## config.mk

```make
export PLATFORM = sky130hd
export DESIGN_NAME = pix_pair_packer
export DESIGN_NICKNAME = d
export VERILOG_FILES = /design/src/rtl/pix_pair_packer_pkg.sv /design/src/rtl/pix_pair_packer.sv
export SDC_FILE = /design/constraint.sdc
export NUM_CORES = 1
export LEC_CHECK = 0
export CAP_MARGIN = 10
export CELL_PAD_IN_SITES_DETAIL_PLACEMENT = 0
export CELL_PAD_IN_SITES_GLOBAL_PLACEMENT = 1
export CORE_ASPECT_RATIO = 0.9
export CORE_UTILIZATION = 37
export DETAILED_ROUTE_END_ITERATION = 12
export PLACE_DENSITY_LB_ADDON = 0.1
export SETUP_SLACK_MARGIN = 0.2
export SLEW_MARGIN = 5
export SYNTH_ARGS = -nofsm -noshare
export SYNTH_HDL_FRONTEND = slang
export SYNTH_SLANG_ARGS = --single-unit
```

## constraint.sdc

```tcl
create_clock -name clk -period 2.73 [get_ports clk]
set_input_delay 0.546 -clock clk [delete_from_list [all_inputs] [get_ports clk]]
set_output_delay 0.546 -clock clk [all_outputs]
set_load 0.02 [all_outputs]
```

## src/rtl/pix_pair_packer_pkg.sv

```systemverilog
// pix_pair_packer_pkg: widths, state encoding and defaults shared by the pixel pair packer.
package pix_pair_packer_pkg;

    localparam int PIX_W           = 18;
    localparam int PAIR_W          = 36;
    localparam int ADDR_W          = 19;
    localparam int DEF_FRAME_WORDS = 172800;

    typedef enum logic [1:0] {
        IDLE,
        EVEN,
        HALF,
        FULL
    } state_t;

endpackage

```

## src/rtl/pix_pair_packer.sv

```systemverilog
// pix_pair_packer: packs RGB666 pixels into 36-bit pairs with a ZBT word address per pair.
module pix_pair_packer
    import pix_pair_packer_pkg::*;
#(
    parameter int               FRAME_WORDS = DEF_FRAME_WORDS,
    parameter logic [PIX_W-1:0] PAD_PIXEL   = '0
) (
    input  logic              clk,
    input  logic              reset,
    input  logic              frame_start,
    input  logic              line_end,
    input  logic              pix_valid,
    input  logic [PIX_W-1:0]  pix_data,
    output logic [PAIR_W-1:0] two_pixel_vals,
    output logic [ADDR_W-1:0] write_addr,
    output logic              pair_valid,
    output logic              frame_done,
    output logic              overrun
);

    localparam logic [ADDR_W-1:0] LAST = ADDR_W'(FRAME_WORDS - 1);

    state_t            state, state_n, cur;
    logic [ADDR_W-1:0] cnt, base;
    logic [PIX_W-1:0]  held, first;
    logic              take, pair_hit, pad, emit, last;

    // frame_start restarts the frame before the same-cycle pixel is considered
    always_comb begin
        cur      = frame_start ? EVEN : state;
        base     = frame_start ? '0 : cnt;
        take     = pix_valid && cur == EVEN;
        pair_hit = pix_valid && cur == HALF;
        pad      = line_end && (take || (cur == HALF && !pix_valid));
        emit     = pair_hit || pad;
        first    = take ? pix_data : held;
        last     = base == LAST;
        state_n  = emit ? (last ? FULL : EVEN) : (take ? HALF : cur);
    end

    always_ff @(posedge clk) begin
        if (reset)
            state <= IDLE;
        else
            state <= state_n;
    end

    always_ff @(posedge clk) begin
        if (reset) begin
            two_pixel_vals <= '0;
            write_addr     <= '0;
            pair_valid     <= 1'b0;
            frame_done     <= 1'b0;
            overrun        <= 1'b0;
            cnt            <= '0;
            held           <= '0;
        end else begin
            pair_valid <= emit;
            frame_done <= emit && last;
            cnt        <= emit ? base + 1'b1 : base;
            overrun    <= overrun | (state == FULL && !frame_start && pix_valid);
            if (take)
                held <= pix_data;
            if (emit) begin
                two_pixel_vals <= pair_hit ? {held, pix_data} : {first, PAD_PIXEL};
                write_addr     <= base;
            end
        end
    end

endmodule

```

==> impl_metrics.toml <==
[run_status]
status = "completed"

[floorplanning]
rows = 34
die_w_um = 107.5
ios = 81
core_area_sq_mm = 0.009699
fp.dieH_um = 96.98
start_util_pct = 38.24
dieArea_sq_mm = 0.01043

[yosys]
ys_seq_area_share_pct = 52.36
synthSimpleGateAreaFrac_pct = 21.19
syn_nets = 433
synth_xor_area_share_pct = 3.070
synthFlopType = "dfxtp_1"
synth_mux_area_share_pct = 4.858
synth_top_family_by_area = "simple AND/OR/NAND/NOR gates"
syn-cell-area_sq_mm = 0.003709
yosysWarnings = 0
syn_inst = 409
synth_edf_count = 0
postSynthAreaPerCell_sq_um = 9.067
synth-seq-cells = 97
synthAdderAreaFrac_pct = 0.3374
synth-compound-area-share_pct = 14.30
synthArstFlopShare_pct = 0
synth_cell_types = 42

[cts]
ctsResizeCount = 0
clkSinkCount = 97
clock_path_buffers = 2
clockRootBuffer = "clkbuf_8"
htreeDepth = 3
post_cts_buffers = 0
cts_tree = "done"
cts.hold.buffers_added = 0
clk_pin_slew_ns = 0.09
insertion_delay_ns = 0.36
cts_made_buffers = 9

[worst_setup_path]
worstPathRequired_ns = 2.98
critPathArrivalTime_ns = 2.52
endpoint_kind = "register"
r2r_setup_slack_ns = 0.80
worstReg2RegEnd = "cnt[17]"
cp-start-kind = "input pin"
max_stage_delay_ns = 0.51
worstPathMaxFanout = 3
r2r_cells = 5
crit_chain = "clkdlybuf4s50_1 > nor2b_1 > ha_1 > and4b_1 > nand4_1 > a2111oi_0 > xnor2_1 > nor2_1"
crit_slowest_cell = "clkdlybuf4s50_1"
r2r-start = "state[0]"
path_class = "input pin to register"

[routing]
wl_per_cell_um = 14.71
drtIter0Drc = 159
final_antenna_net_count = 0
routed_wl_um = 9091
drc = 0
vias = 3129
dr.pass1.iters = 4
drt-vias-per-instance = 5.063

[sta]
whs_ns = 0.4549
report.final.slew_viol_count = 0
setup_viol = 0
setup_tns_ns = 0
max_freq_ghz = 0.4400
hold_viol = 0
worst_pin_slew_ns = 0.7913
fin_crit_sh_pct = 83.25
rsz0062_at_grt = "no"
slew_headroom_pct = 47.24
skew_ns = 0.01337
period_minus_slack_ns = 2.273

[place]
routabilityCongestion = 0.8063
placed_area_sq_mm = 0.004730
numPortBuffers = 80
dp_hpwl_um = 6062

[power]
vdd_ir_drop_max_mv = 0.3242
cellPowerDensity_mw_per_mm2 = 543.6
clockPowerShare_pct = 33.6
switching_share_pct = 25.83
combPwrFrac_pct = 11.2
p_leak_nw = 1.746
internal_power_w = 0.001983
seq_power_share_pct = 55.1
netSwitchingPower_w = 0.0006909

[final_layout]
finalInstanceArea_sq_mm = 0.004920
areaGrowthSynthToFinish_pct = 32.66
finalNetCount = 511
final_layout_size_suffix_gt1_share_pct = 8.943
final_common_cell = "dfxtp_1"
n_antenna_cell = 0
most-common-layout-cells = "dfxtp_1 (97), clkdlybuf4s50_1 (79), nor2_1 (72)"

[hold_path]
whs_endpoint = "write_addr[7]"
hold_path_class = "register to register"
hold_depth = 2
min_from = "write_addr[7]"

[global_route]
grt.total_usage_pct = 18.74
antenna_found_initial = 0
grt_pass1_vias = 3011
grt_start_max_net_pins = 65
overflow = 0
grt_pass1_wl_um = 15520

[job]
maxCapViolations = 0
-- cell type report --
cell class / instances / area (sq um)
Fill cell: 968 / 4780
Sequential cell: 97 / 1942
Multi-Input combinational cell: 278 / 1629
Timing Repair Buffer: 97 / 985.9
Tap cell: 126 / 157.7
Clock buffer: 12 / 155.1
Clock inverter: 4 / 35.03
Inverter: 4 / 15.01
-- how the worst max path moves through the flow --
stage           startpoint      end  slack, ns
5_1_grt        frame_start  cnt[18]       0.29
4_1_cts        frame_start  cnt[18]       0.46
3_3_place_gp   frame_start  cnt[17]       0.11
3_5_place_dp   frame_start  cnt[17]       0.10
6_report       frame_start  cnt[18]       0.46
2_1_floorplan  frame_start  cnt[18]       0.46
-- state kept, by name, summed over array words and instances, names as in the netlist --
name / count
cnt: 19
frame_done: 1
held: 18
overrun: 1
pair_valid: 1
state: 2
two_pixel_vals: 36
write_addr: 19
-- critical path: cells and delay by family --
family | cells | cell delay (ns)
XOR/XNOR | 1 | 0.18
AO/OA/AOI/OAI | 1 | 0.46
adder cells (fa/ha/maj) | 1 | 0.20
buffers and inverters | 1 | 0.51
AND/OR/NAND/NOR | 4 | 0.62
-- stage by stage --
stage | util, % | total power, W | setup WS, ns | instances
4_1_cts | 50.72 | 0.002708 | 0.4587 | 618
3_3_place_gp | 48.76 | 0.001807 | 0.1128 | 602
2_1_floorplan | - | 0.001671 | 0.4641 | 409
3_5_place_dp | 48.76 | 0.001811 | 0.1030 | 602
5_1_grt | 50.72 | 0.002796 | 0.2898 | 618
6_report | 50.72 | 0.002674 | 0.4572 | 618
-- routing by layer --
metal | GRT usage [%] | part of all wire (%) | vias up
li1 | - | - | 1567
met1 | 26.65 | 50 | 1462
met2 | 27.81 | 42 | 91
met3 | 5.121 | 6.7 | 9
met4 | 4.847 | 1.1 | 0
met5 | 0 | 0 | -
-- synth_stat cells, drive strengths merged, types with 2 or more instances --
cell type / n / area, sq um
a211oi: 21 / 157.7
a21oi: 27 / 135.1
a22oi: 18 / 135.1
and2b: 3 / 22.52
and3: 3 / 18.77
and4b: 3 / 31.28
buf: 14 / 68.82
clkbuf: 16 / 60.06
dfxtp: 97 / 1942
inv: 4 / 15.01
mux2i: 18 / 180.2
nand2: 40 / 150.1
nand3: 16 / 90.09
nand4: 2 / 12.51
nor2: 72 / 270.3
nor2b: 7 / 48.80
nor3: 2 / 10.01
nor3b: 2 / 15.01
nor4: 4 / 25.02
nor4b: 2 / 17.52
o21ai: 7 / 35.03
or3: 5 / 31.28
xnor2: 12 / 105.1
-- cell families after synthesis --
group / after synthesis
AO/OA/AOI/OAI: 80
XOR/XNOR: 13
adder cells (fa/ha/maj): 1
buffers and inverters: 34
flip-flops: 97
multiplexers: 18
AND/OR/NAND/NOR: 166
-- power groups by stage --
stage	logic [W]	clock network, W	registers, W
floorplan	0.000138	0	0.00153
global placement	0.000301	0	0.00151
detailed placement	0.000303	0	0.00151
CTS	0.000304	0.000929	0.00148
global route	0.000328	0.000987	0.00148
finish	0.000300	0.000900	0.00147
Power figures use the tool's default switching activity.
